File: config.mk
export PLATFORM = sky130hd
export DESIGN_NAME = bcd_digit_sequencer_flat
export DESIGN_NICKNAME = d
export VERILOG_FILES = /design/src/rtl/dmfb_disp_pkg.sv /design/src/rtl/bcd_digit_sequencer_if.sv /design/src/rtl/bcd_digit_sequencer_step.sv /design/src/rtl/bcd_digit_sequencer.sv /design/src/flat_wrapper.sv
export SDC_FILE = /design/constraint.sdc
export NUM_CORES = 1
export LEC_CHECK = 0
export BUFFER_PORTS_ARGS = -buffer_cell sky130_fd_sc_hd__clkbuf_2
export CAP_MARGIN = 20
export CORE_ASPECT_RATIO = 2
export CORE_MARGIN = 2
export CORE_UTILIZATION = 60
export CTS_BUF_LIST = sky130_fd_sc_hd__clkbuf_2 sky130_fd_sc_hd__clkbuf_4 sky130_fd_sc_hd__clkbuf_8
export DETAILED_ROUTE_END_ITERATION = 8
export HOLD_SLACK_MARGIN = 0.12
export PLACE_DENSITY = 0.8
export REMOVE_ABC_BUFFERS = 1
export SLEW_MARGIN = 15
export SYNTH_ARGS = -nofsm -noshare
export SYNTH_HDL_FRONTEND = slang
export SYNTH_SLANG_ARGS = --single-unit
File: constraint.sdc
create_clock -name clock -period 2.35 [get_ports clock]
set_input_delay 0.3525 -clock clock [delete_from_list [all_inputs] [get_ports clock]]
set_output_delay 0.3525 -clock clock [all_outputs]
set_load 0.01 [all_outputs]
File: src/rtl/dmfb_disp_pkg.sv
`default_nettype none
// ----------------------------------------------------------------------------
// dmfb_disp_pkg : shared digit-display types (digit code, blank code, FSM states)
// Rev 1.0
// ----------------------------------------------------------------------------
package dmfb_disp_pkg;

  typedef logic [3:0] digit_t;

  localparam digit_t DIGIT_BLANK = 4'hF;

  typedef enum logic [1:0] {
    IDLE    = 2'd0,
    CONVERT = 2'd1,
    EMIT    = 2'd2,
    DONE    = 2'd3
  } state_t;

endpackage
`default_nettype wire

File: src/rtl/bcd_digit_sequencer_if.sv
`default_nettype none
// ----------------------------------------------------------------------------
// bcd_digit_sequencer_if : request side plus 7-segment digit strobe interface
// Rev 1.0
// ----------------------------------------------------------------------------
interface bcd_digit_sequencer_if #(
  parameter int BIN_W      = 10,
  parameter int NUM_DIGITS = 4
);
  import dmfb_disp_pkg::*;

  logic                  start;
  logic [BIN_W-1:0]      value;
  logic                  busy;
  logic                  act_D;
  digit_t                addr;
  logic [NUM_DIGITS-1:0] digit_sel;
  logic                  done;
  logic                  ovf;

  modport master (
    output start, value,
    input  busy, act_D, addr, digit_sel, done, ovf
  );

  modport slave (
    input  start, value,
    output busy, act_D, addr, digit_sel, done, ovf
  );

endinterface
`default_nettype wire

File: src/rtl/bcd_digit_sequencer_step.sv
`default_nettype none
// ----------------------------------------------------------------------------
// bcd_dabble_step : one double-dabble iteration (add-3 correction, then 1-bit shift)
// Rev 1.0
// ----------------------------------------------------------------------------
module bcd_dabble_step #(
  parameter int BIN_W      = 10,
  parameter int NUM_DIGITS = 4
) (
  input  wire logic [4*NUM_DIGITS-1:0] bcd_i,
  input  wire logic [BIN_W-1:0]        shreg_i,
  output logic      [4*NUM_DIGITS-1:0] bcd_o,
  output logic      [BIN_W-1:0]        shreg_o,
  output logic                         carry_o
);

  logic [4*NUM_DIGITS-1:0] w_corr;

  for (genvar g = 0; g < NUM_DIGITS; g++) begin : g_digit
    assign w_corr[4*g +: 4] = (bcd_i[4*g +: 4] >= 4'd5) ? (bcd_i[4*g +: 4] + 4'd3)
                                                         : bcd_i[4*g +: 4];
  end

  // The bit leaving the top digit is worth 10**NUM_DIGITS: it marks overflow.
  assign carry_o = w_corr[4*NUM_DIGITS-1];
  assign bcd_o   = {w_corr[4*NUM_DIGITS-2:0], shreg_i[BIN_W-1]};
  assign shreg_o = shreg_i << 1;

endmodule
`default_nettype wire

File: src/rtl/bcd_digit_sequencer.sv
`default_nettype none
// ----------------------------------------------------------------------------
// bcd_digit_sequencer : binary -> BCD by double dabble, digits streamed MS first
// Rev 1.0
// ----------------------------------------------------------------------------
module bcd_digit_sequencer #(
  parameter int BIN_W      = 10,
  parameter int NUM_DIGITS = 4,
  parameter int BLANK_LZ   = 1
) (
  input wire logic              clock,
  input wire logic              resetn,
  bcd_digit_sequencer_if.slave  bus
);
  import dmfb_disp_pkg::*;

  localparam int BCD_W = 4 * NUM_DIGITS;
  localparam int CNT_W = $clog2(BIN_W + 1);
  localparam int IDX_W = $clog2(NUM_DIGITS + 1);
  localparam logic [CNT_W-1:0] CNT_LAST = CNT_W'(BIN_W - 1);
  localparam logic [IDX_W-1:0] IDX_TOP  = IDX_W'(NUM_DIGITS - 1);

  state_t                state_q, state_d;
  logic [BCD_W-1:0]      bcd_q,   bcd_d;
  logic [BIN_W-1:0]      shreg_q, shreg_d;
  logic [CNT_W-1:0]      cnt_q,   cnt_d;
  logic [IDX_W-1:0]      idx_q,   idx_d;
  logic                  ovf_q,   ovf_d;
  logic                  busy_q,  busy_d;
  logic                  act_q,   act_d;
  logic                  done_q,  done_d;
  digit_t                addr_q,  addr_d;
  logic [NUM_DIGITS-1:0] sel_q,   sel_d;

  logic [BCD_W-1:0]      w_step_bcd;
  logic [BIN_W-1:0]      w_step_shreg;
  logic                  w_step_carry;
  logic                  w_lead_zero;

  bcd_dabble_step #(
    .BIN_W      (BIN_W),
    .NUM_DIGITS (NUM_DIGITS)
  ) u_step (
    .bcd_i   (bcd_q),
    .shreg_i (shreg_q),
    .bcd_o   (w_step_bcd),
    .shreg_o (w_step_shreg),
    .carry_o (w_step_carry)
  );

  always_comb begin : p_next_state
    state_d = state_q;
    bcd_d   = bcd_q;
    shreg_d = shreg_q;
    cnt_d   = cnt_q;
    idx_d   = idx_q;
    ovf_d   = ovf_q;
    unique case (state_q)
      IDLE: begin
        if (bus.start) begin
          state_d = CONVERT;
          bcd_d   = '0;
          shreg_d = bus.value;
          cnt_d   = '0;
          ovf_d   = 1'b0;
        end
      end
      CONVERT: begin
        bcd_d   = w_step_bcd;
        shreg_d = w_step_shreg;
        ovf_d   = ovf_q | w_step_carry;
        cnt_d   = cnt_q + 1'b1;
        if (cnt_q == CNT_LAST) begin
          state_d = EMIT;
          idx_d   = IDX_TOP;
        end
      end
      EMIT: begin
        if (idx_q == '0) state_d = DONE;
        else             idx_d   = idx_q - 1'b1;
      end
      DONE:    state_d = IDLE;
      default: state_d = IDLE;
    endcase
  end

  // Outputs are decoded from next-state values so they can be registered
  // alongside the state; the first digit therefore sees the final dabble step.
  always_comb begin : p_outputs
    busy_d      = (state_d != IDLE);
    act_d       = (state_d == EMIT);
    done_d      = (state_d == DONE);
    sel_d       = '0;
    addr_d      = addr_q;
    w_lead_zero = 1'b1;
    for (int i = 0; i < NUM_DIGITS; i++) begin
      if (i >= int'(idx_d) && bcd_d[4*i +: 4] != 4'd0) w_lead_zero = 1'b0;
    end
    if (state_d == EMIT) begin
      sel_d  = NUM_DIGITS'(1) << idx_d;
      addr_d = bcd_d[4*idx_d +: 4];
      if (BLANK_LZ != 0 && idx_d != '0 && w_lead_zero) addr_d = DIGIT_BLANK;
    end
  end

  always_ff @(posedge clock or negedge resetn) begin
    if (!resetn) begin
      state_q <= IDLE;
      bcd_q   <= '0;
      shreg_q <= '0;
      cnt_q   <= '0;
      idx_q   <= '0;
      ovf_q   <= 1'b0;
      busy_q  <= 1'b0;
      act_q   <= 1'b0;
      done_q  <= 1'b0;
      addr_q  <= DIGIT_BLANK;
      sel_q   <= '0;
    end else begin
      state_q <= state_d;
      bcd_q   <= bcd_d;
      shreg_q <= shreg_d;
      cnt_q   <= cnt_d;
      idx_q   <= idx_d;
      ovf_q   <= ovf_d;
      busy_q  <= busy_d;
      act_q   <= act_d;
      done_q  <= done_d;
      addr_q  <= addr_d;
      sel_q   <= sel_d;
    end
  end

  assign bus.busy      = busy_q;
  assign bus.act_D     = act_q;
  assign bus.addr      = addr_q;
  assign bus.digit_sel = sel_q;
  assign bus.done      = done_q;
  assign bus.ovf       = ovf_q;

endmodule
`default_nettype wire
File: src/flat_wrapper.sv
// flat-port wrapper written by rule: the top's interface ports become plain ports
module bcd_digit_sequencer_flat import dmfb_disp_pkg::*;
#(
  parameter int BIN_W      = 10,
  parameter int NUM_DIGITS = 4,
  parameter int BLANK_LZ   = 1
)
  (clock, resetn, bus_start, bus_value, bus_busy, bus_act_D, bus_addr, bus_digit_sel, bus_done, bus_ovf);
  bcd_digit_sequencer_if #(.BIN_W(BIN_W), .NUM_DIGITS(NUM_DIGITS)) bus_i ();
  input wire logic clock;
  input wire logic resetn;
  input wire logic [$bits(bus_i.start)-1:0] bus_start;
  input wire logic [$bits(bus_i.value)-1:0] bus_value;
  output wire logic [$bits(bus_i.busy)-1:0] bus_busy;
  output wire logic [$bits(bus_i.act_D)-1:0] bus_act_D;
  output wire logic [$bits(bus_i.addr)-1:0] bus_addr;
  output wire logic [$bits(bus_i.digit_sel)-1:0] bus_digit_sel;
  output wire logic [$bits(bus_i.done)-1:0] bus_done;
  output wire logic [$bits(bus_i.ovf)-1:0] bus_ovf;
  assign bus_i.start = bus_start;
  assign bus_i.value = bus_value;
  assign bus_busy = bus_i.busy;
  assign bus_act_D = bus_i.act_D;
  assign bus_addr = bus_i.addr;
  assign bus_digit_sel = bus_i.digit_sel;
  assign bus_done = bus_i.done;
  assign bus_ovf = bus_i.ovf;
  bcd_digit_sequencer #(.BIN_W(BIN_W), .NUM_DIGITS(NUM_DIGITS), .BLANK_LZ(BLANK_LZ)) u_core (.clock(clock), .resetn(resetn), .bus(bus_i));
endmodule
==> metrics.md, run 1 <==
| Metric | Value |
|---|---|
| Max H-tree Level | 2 |
| Post-synth top cells | dfrtp_1, nand2_1, mux2i_1 |
| Primary FF master, synth | dfrtp_1 |
| Worst reg2reg path depth | 9 |
| Outcome | finished, final reports clean |
| Congestion Overflow GR | 0 |
| Max_cap viols | 0 |
| Post-synth top area share | 40.9% |
| Peak supply drop | 990 uV |
| Final nets | 335 |
| Pleak | 1.52 nW |
| Worst-path clk slew | 0.09 ns |
| Crit Path Category | reg -> reg |
| Share of layout cells above drive strength 1 | 25.0% |
| Die width | 50.8 um |
| Yosys warnings | 0 |
| Residual DRC count | 0 |
| Hold crit path type | in -> reg |
| Gp weighted congestion | 0.826 |
| Design area | 3150 sq um |
| Clk Latency, worst-skew pair | 0.30 ns |
| Peak Freq | 0.443 GHz |
| Fin crit period | 2.26 ns |
| Critical path endpoint category | register |
| Crit path max fanout | 4 |
| WHS Path Cells | 3 |
| Worst hold start | bus_value[0] |
| PD cells | 1530 nW/um^2 |
| R2r endpoint | u_core.bus.addr[0] |
| CTS tree | built |
| WP buf/inv | 1 |
| Slowest CP cell | dfrtp_1 |
| Ant. Diodes | 0 |
| Worst hold endpoint | u_core.shreg_q[0] |
| Most Crowded Layer GR | met2 |
| Count leader, synth | dfrtp_1 |
| Final Util | 73.2% |
| Netlist cell types | 44 |
| Core Region | 4300 sq um |
| Fillers | 316 |
| Largest delay contributor family on the critical path | compound AO/OA/AOI/OAI gates |
| Detailed-router iteration count before antenna repair | 6 |
| Origin of the critical flop-to-flop path | u_core.bcd_q[9] |
| M3 GR Usage | 2.92% |
| Max Root-Sink Buffers | 2 |
| Syn_area_per_cell | 10.0 sq um |
| Die Y | 97.6 um |
| Clock Skews | 0.00614 ns |
| Area contributors post-synth | dfrtp_1, mux2i_1, ha_1 |
| Row count | 34 |
| CTS Buf Count | 5 |
| Seq/Total Area, Yosys | 44.9% |
| I/O pins | 25 |
| Worst Tran Pin Value | 0.523 ns |
| Max incr delay on CP | 0.41 ns |
| Required time of the critical path | 2.56 ns |
| Area grow syn2layout | 19.6% |
| M1 GR Usage | 26.7% |
| Initial antenna violation count | 0 |
| Clock Tree Root | clkbuf_8 |
| Final setup violation count | 0 |
| ANT nets after route | 0 |
| Met2 Usage GRT | 46.1% |
| Post-DP HPWL | 4090 um |
| Placed cell area | 2850 sq um |
| CP arrival | 2.47 ns |
| TritonCTS Sinks | 47 |
| Hold WS | 0.289 ns |
| EDFF count, synth | 0 |
| Port Buffers | 24 |
| CP Launch Type | register |
| Via count | 2094 |
| Final period utilization | 96.1% |
| Worst-path cell chain | inv_2 -> ha_1 -> nand2b_4 -> a21oi_2 -> xnor2_1 -> a22o_1 -> o41ai_2 -> o211ai_1 -> a31oi_1 |
| Flop2flop setup slack | 0.09 ns |
| Drt total wl | 5960 um |
| Die area | 4960 sq um |
| Vias in the first global route | 2095 |
| DRT iter0 DRCs | 56 |
| Syn Std Cell Area | 2630 sq um |
| Slew Limit Fails | 0 |
| Largest net degree at the start of global routing | 42 |
| Area occupied by multi-input gates | 1410 sq um |
| Register Area | 1180 sq um |
| Fin. Hold Viols | 0 |
| Yosys top cell by area | dfrtp_1 |
| Setup TNS | 0 ns |
| Tot GR Track Use | 24.6% |
| Initial core utilization | 61.2% |
| DR WL/cell | 16.5 um |
| Asr flop ratio synth | 100% |
| Flops & latches, synth | 47 |
| Via density | 5.78 |
| First-pass GRT wire length | 9300 um |
| Syn Inst Count | 263 |
| Max-slew headroom | 64.6% |
[sequential cells by signal, indices dropped and copies added (netlist names)]
register	cells
u_core.bus.busy	1
u_core.bcd_q	16
u_core.bus.addr	4
u_core.bus.done	1
u_core.shreg_q	10
u_core.idx_q	3
u_core.bus.ovf	1
u_core.cnt_q	4
u_core.bus.digit_sel	4
u_core.bus.act_D	1
u_core.state_q	2
[final cells by class]
cell class / instances / area share [%]
flip-flops and latches: 47 / 37.6
clock inverters: 1 / 0.159
multi-input cells: 189 / 44.7
well taps: 54 / 2.15
clock buffers: 7 / 2.86
repair buffers: 47 / 10.5
inverters: 17 / 2.03
[tightest hold or removal path, cell delays in order]
cell,delay (ns)
clkbuf_2,0.08
nand2b_1,0.06
o21ai_1,0.05
[timing repair]
item | CTS | global route
gates cloned | 0 | 1
resized for setup | 2 | 14
pin swaps | 0 | 6
hold buffers | 1 | 0
endpoints found under the hold margin | 6 | 0
setup buffers | 0 | 13
setup endpoints to repair | 4 | 6
[metal layers]
layer / up-vias / wire length [um]
met3: 16 / 178
li1: 1006 / -
met4: 0 / 176
met5: - / 0
met2: 61 / 3460
met1: 1011 / 2140
[how the worst max path moves through the flow]
stage          slack, ns                 end  cells after the start               from
5_1_grt            -0.05  u_core.bus.addr[0]                     10  u_core.state_q[0]
4_1_cts             0.03  u_core.bus.addr[3]                     11  u_core.state_q[1]
6_report            0.09  u_core.bus.addr[0]                      9    u_core.bcd_q[9]
2_1_floorplan      -0.75  u_core.bus.addr[1]                      7  u_core.state_q[1]
3_5_place_dp       -0.02  u_core.bus.addr[3]                      9  u_core.state_q[0]
3_3_place_gp        0.05  u_core.bus.addr[1]                      9  u_core.state_q[0]
[layout by cell type (no fill, tap or decap), types with 2 or more instances in the layout]
master,instances
dfrtp_1,42
nand2_1,32
clkbuf_2,24
mux2i_1,22
o21ai_0,19
buf_4,19
inv_1,15
a22o_1,14
nand2b_1,13
nor2_1,12
ha_1,12
a21oi_1,7
o21ai_1,7
a31oi_1,6
clkbuf_8,6
nor2b_1,4
xnor2_1,4
dfstp_2,4
a21oi_2,3
ha_4,3
nand2b_4,2
o21ai_4,2
inv_2,2
and4b_1,2
nand3_1,2
mux2_1,2
mux2_2,2
[cell families after synthesis]
family | after synthesis | synth area share (%)
and+or+nand+nor | 75 | 14.4
adders and majority gates | 15 | 7.14
AOI/OAI and AO/OA | 69 | 17.8
DFF | 47 | 44.9
xor gates and xnor gates | 4 | 1.33
buffers and inverters | 27 | 4.38
muxes | 26 | 10.1
[where the power goes]
part,switching (W),internal [W],total [W],leakage (nW)
combinational,0.00152,0.00137,0.00289,0.874
clock,0.000266,0.000249,0.000515,0.0517
sequential,0.000277,0.00114,0.00142,0.597
[metrics by stage]
step                setup WS, ns  total power (W)  instances
floorplan                 -0.749          0.00314        253
global placement          0.0473          0.00380        340
detailed placement       -0.0176          0.00389        340
CTS                       0.0337          0.00443        349
global route             -0.0473          0.00519        362
finish                    0.0909          0.00482        362
Power figures use the tool's default switching activity.
==> run 2, diff against run 1 <==
CTS_CLUSTER_DIAMETER = 100   (was default)
PLACE_DENSITY = 0.81   (was 0.8)
==> metrics.md, run 2 (synthesis results as in run 1) <==
| Metric | Value |
|---|---|
| Max-slew headroom | 42.9% |
| Fin crit period | 2.31 ns |
| Final period utilization | 98.2% |
| Max Root-Sink Buffers | 2 |
| Final setup violation count | 0 |
| Slowest CP cell | dfrtp_1 |
| Slew Limit Fails | 0 |
| Outcome | finished, final reports clean |
| Congestion Overflow GR | 0 |
| Die area | 4960 sq um |
| Commonest cells after routing, fill and taps aside | dfrtp_1, nand2_1, clkbuf_2, buf_4, mux2i_1 |
| Die width | 50.8 um |
| Top flop regs | u_core.bcd_q (16), u_core.shreg_q (10) |
| Largest net degree at the start of global routing | 35 |
| CTS tree | built |
| Peak supply drop | 917 uV |
| Core Region | 4300 sq um |
| Biggest register | u_core.bcd_q |
| Placed cell area | 2860 sq um |
| Tot GR Track Use | 25.6% |
| Non-filler cells, final | 366 |
| Crit path max fanout | 9 |
| Placed cells | 344 |
| DRT iter0 DRCs | 67 |
| Pleak | 1.52 nW |
| Worst Tran Pin Value | 0.856 ns |
| Clock Skews | 0.0112 ns |
| Most common cell after layout, fill and taps aside | dfrtp_1 |
| Max reg flops | 16 |
| Max incr delay on CP | 0.40 ns |
| Max H-tree Level | 2 |
| Worst-path clk slew | 0.09 ns |
| Clock Tree Root | clkbuf_8 |
| Via count | 2147 |
| Critical path endpoint category | register |
| Area grow syn2layout | 19.6% |
| Largest delay contributor family on the critical path | compound AO/OA/AOI/OAI gates |
| Crit Path Category | reg -> reg |
| CP Launch Type | register |
| Fin. Hold Viols | 0 |
| Hold crit path type | in -> async |
| Gp weighted congestion | 0.844 |
| Drt total wl | 6300 um |
| Vias in the first global route | 2128 |
| # hold bufs at CTS | 0 |
| Critical path origin | u_core.state_q[0] |
| Share of layout cells above drive strength 1 | 25.3% |
| Clk Latency, worst-skew pair | 0.31 ns |
| Peak Freq | 0.433 GHz |
| TritonCTS Sinks | 47 |
| Via density | 5.87 |
| Die Y | 97.6 um |
| First-pass GRT wire length | 9420 um |
| DR WL/cell | 17.2 um |
| Origin of the critical flop-to-flop path | u_core.state_q[0] |
| Residual DRC count | 0 |
| Worst-path cell chain | inv_1 -> ha_2 -> and4b_1 -> o21ai_1 -> o21ai_4 -> buf_12 -> mux2i_1 -> mux2_1 -> a31oi_1 |
| Design area | 3150 sq um |
| Row count | 34 |
| Port Buffers | 24 |
| Flop2flop setup slack | 0.04 ns |
| CP arrival | 2.53 ns |
| Hold WS | 0.125 ns |
| WP buf/inv | 2 |
| Post-DP HPWL | 4340 um |
| Required time of the critical path | 2.58 ns |
| Initial antenna violation count | 0 |
| I/O pins | 25 |
| ANT nets after route | 0 |
| Detailed-router iteration count before antenna repair | 4 |
| PD cells | 1540 nW/um^2 |
| Ant. Diodes | 0 |
| Final nets | 339 |
| Max_cap viols | 0 |
| Initial core utilization | 61.2% |
| CTS Buf Count | 5 |
## run 2: cell types whose count changed in the layout (fill, tap and decap cells not counted), sizes merged
cell         delta
buf             +6
clkbuf          -2
clkinvlp        +1
dlygate4sd3     -1
## run 2: final timing paths
check                                endpoint  depth (start not counted)
max in group asynchronous   u_core.shreg_q[7]                          2
max reg2reg                u_core.bus.addr[0]                          9
min in group clock          u_core.shreg_q[0]                          3
min reg2reg                 u_core.shreg_q[3]                          2
min                          u_core.bcd_q[13]                          1
max                        u_core.bus.addr[0]                          9
## run 2: final cells by class
type,count,area (sq um)
Multi-Input combinational cell,189,1390
Sequential cell,47,1180
Fill cell,299,1150
Timing Repair Buffer,51,343
Clock buffer,6,82.6
Tap cell,54,67.6
Inverter,17,63.8
Clock inverter,2,16.3
## run 2: where the power goes
group          leakage [nW]  total (W)  switching, W  internal (W)
Clock                0.0474   0.000527      0.000287      0.000240
Combinational         0.879    0.00290       0.00156       0.00134
Sequential            0.597    0.00143      0.000287       0.00114
Total                  1.52    0.00486       0.00214       0.00272
## run 2: worst register-to-register path: stages (launching register included)
cell	delay, ns
dfrtp_1	0.40
inv_1	0.13
ha_2	0.33
and4b_1	0.23
o21ai_1	0.21
o21ai_4	0.16
buf_12	0.16
mux2i_1	0.10
mux2_1	0.30
a31oi_1	0.19
## run 2: timing repair
action / 4_1_cts / 5_1_grt
buffers inserted: 0 / 14
gates resized for setup: 1 / 13
setup endpoints to repair: 1 / 4
pin swaps: 0 / 5
gates cloned: 0 / 0
## run 2: through the flow
step                      setup WS [ns]  total power (W)  setup TNS, ns  util, %
after floorplan                  -0.749          0.00314          -5.75        -
after global placement           0.0408          0.00383              0     66.7
after detailed placement        -0.0163          0.00392        -0.0163     66.7
after CTS                        0.0316          0.00447              0     69.1
after global routing            -0.0706          0.00519         -0.229     73.2
final                            0.0425          0.00486              0     73.2
## run 2: per-layer routing
layer / vias to the layer above / track usage, % / routed length (um)
li1: 1016 / - / -
met1: 1028 / 24.3 / 2080
met2: 78 / 45.1 / 3610
met3: 25 / 5.54 / 283
met4: 0 / 20.0 / 323
met5: - / 0 / 0
==> run 3, diff against run 2 <==
CORE_UTILIZATION = 55   (was 60)
PLACE_DENSITY = 0.78   (was 0.81)
TNS_END_PERCENT = 100   (was default)
clock period = 1.87 ns   (was 2.35 ns; I/O delays follow)
==> metrics.md, run 3 (synthesis results as in run 1) <==
| Metric | Value |
|---|---|
| Max Root-Sink Buffers | 2 |
| I/O pins | 25 |
| DRT iter0 DRCs | 117 |
| TritonCTS Sinks | 47 |
| Fillers | 231 |
| WP buf/inv | 1 |
| Top flop regs | u_core.bcd_q (16), u_core.shreg_q (10) |
| Area occupied by multi-input gates | 1630 sq um |
| Final period utilization | 119% |
| Register Area | 1180 sq um |
| Flop2flop setup slack | -0.36 ns |
| Worst hold endpoint | u_core.shreg_q[0] |
| Critical path endpoint category | register |
| Via count | 2647 |
| Final setup margin | -0.361 ns |
| Final Util | 84.8% |
| Required time of the critical path | 2.11 ns |
| R2r endpoint | u_core.bus.addr[0] |
| Port Buffers | 24 |
| First-pass GRT wire length | 11600 um |
| Die width | 52.9 um |
| Final nets | 401 |
| Max reg flops | 16 |
| Initial antenna violation count | 0 |
| Die area | 5380 sq um |
| Setup TNS | -2.04 ns |
| Post-DP HPWL | 4770 um |
| Tot GR Track Use | 30.0% |
| Most common cell after layout, fill and taps aside | buf_4 |
| Max incr delay on CP | 0.42 ns |
| Core Region | 4600 sq um |
| Vias in the first global route | 2426 |
| Detailed-router iteration count before antenna repair | 5 |
| Worst hold start | bus_value[0] |
| CTS Buf Count | 5 |
| Fin crit period | 2.23 ns |
| Row count | 35 |
| Commonest cells after routing, fill and taps aside | buf_4, dfrtp_1, nand2_1 |
| Slew Limit Fails | 0 |
| Origin of the critical flop-to-flop path | u_core.bcd_q[4] |
| Ant. Diodes | 0 |
| Crit Path Category | reg -> reg |
| Hold crit path type | in -> reg |
| Congestion Overflow GR | 0 |
| Gp weighted congestion | 0.827 |
| Crit path max fanout | 4 |
| Max-slew headroom | 71.6% |
| Worst reg2reg path depth | 9 |
| Worst-path cell chain | inv_1 -> ha_1 -> nand2b_1 -> a21oi_2 -> xnor2_1 -> a22o_1 -> nor4_2 -> o211ai_1 -> a31oi_1 |
| Die Y | 102 um |
| Worst-path clk slew | 0.10 ns |
| Fin. Hold Viols | 0 |
| Biggest register | u_core.bcd_q |
| Largest delay contributor family on the critical path | compound AO/OA/AOI/OAI gates |
| Max H-tree Level | 2 |
| RSZ-0062 raised after global routing | yes |
| Area grow syn2layout | 48.3% |
| Via density | 6.17 |
| CP Launch Type | register |
| Clk Latency, worst-skew pair | 0.32 ns |
| Pleak | 1.88 nW |
| Largest net degree at the start of global routing | 25 |
| Peak Freq | 0.448 GHz |
| Peak supply drop | 1380 uV |
| Slowest CP cell | dfrtp_1 |
| Initial core utilization | 57.2% |
| Violated checks | setup timing |
| CP arrival | 2.48 ns |
| Drt total wl | 9380 um |
| Worst Tran Pin Value | 0.427 ns |
| WHS Path Cells | 3 |
| PD cells | 2120 nW/um^2 |
| ANT nets after route | 0 |
| Residual DRC count | 0 |
| Share of layout cells above drive strength 1 | 46.3% |
| Outcome | finished, violations left |
| DR WL/cell | 21.9 um |
| CTS tree | built |
| Final setup violation count | 8 |
| Max_cap viols | 0 |
| Clock Tree Root | clkbuf_8 |
| Clock Skews | 0.0125 ns |
[run 3: cell types whose count changed in the layout (fill, tap and decap cells not counted), moves of 3 or more]
| cell | before | now |
|---|---|---|
| a21oi_1 | 7 | 2 |
| a21oi_2 | 3 | 6 |
| buf_4 | 24 | 74 |
| buf_6 | 2 | 7 |
| ha_1 | 12 | 9 |
| ha_4 | 1 | 6 |
| inv_1 | 17 | 10 |
| inv_2 | 0 | 6 |
| nand2b_1 | 15 | 10 |
| nand2b_4 | 0 | 5 |
| o21ai_1 | 9 | 6 |
| o21ai_2 | 0 | 4 |
[run 3: worst min-delay path: stages]
cell and delay [ns]:
clkbuf_2 0.08, nand2b_1 0.06, o21ai_1 0.05
[run 3: worst max path at each step]
stage,start,end,slack (ns),depth (start not counted)
floorplan,u_core.state_q[1],u_core.bus.addr[1],-1.23,7
detailed placement,u_core.state_q[0],u_core.bus.addr[0],-0.44,9
global route,u_core.state_q[0],u_core.bus.addr[0],-0.43,9
global placement,u_core.state_q[0],u_core.bus.addr[1],-0.34,9
CTS,u_core.bcd_q[8],u_core.bus.addr[0],-0.27,9
finish,u_core.bcd_q[4],u_core.bus.addr[0],-0.36,9
[run 3: repair_timing]
item / CTS / global route
resized for setup: 38 / 32
setup endpoints to repair: 9 / 8
hold buffers: 1 / 0
pin swaps: 17 / 14
cloned: 1 / 2
hold endpoints to repair: 14 / 0
setup buffers: 9 / 13
[run 3: through the flow]
step	area (sq um)	worst slack (ns)	total power [W]	hold WS [ns]	instances
CTS	3600	-0.266	0.00704	0.181	414
detailed placement	3260	-0.442	0.00578	0.239	396
global placement	3260	-0.341	0.00564	0.240	396
floorplan	2580	-1.23	0.00394	-0.0151	253
global route	3900	-0.433	0.00864	0.204	429
finish	3900	-0.361	0.00829	0.186	429
[run 3: area by class of cell]
| class | count | area share (%) |
|---|---|---|
| multi-input cells | 191 | 41.7 |
| clock inverters | 3 | 0.609 |
| flip-flops and latches | 47 | 30.3 |
| repair buffers | 111 | 22.2 |
| well taps | 55 | 1.76 |
| inverters | 17 | 1.70 |
| clock buffers | 5 | 1.76 |
[run 3: where the power goes]
part	internal [W]	switching, W
registers	0.00144	0.000327
logic	0.00294	0.00293
clock network	0.000268	0.000383
total	0.00464	0.00364
[run 3: per-layer routing]
layer | vias up | track usage (%) | routed length, um
li1 | 1154 | - | -
met5 | - | 0 | 0
met4 | 0 | 15.8 | 718
met3 | 60 | 3.83 | 412
met2 | 144 | 58.3 | 5270
met1 | 1289 | 28.4 | 2980
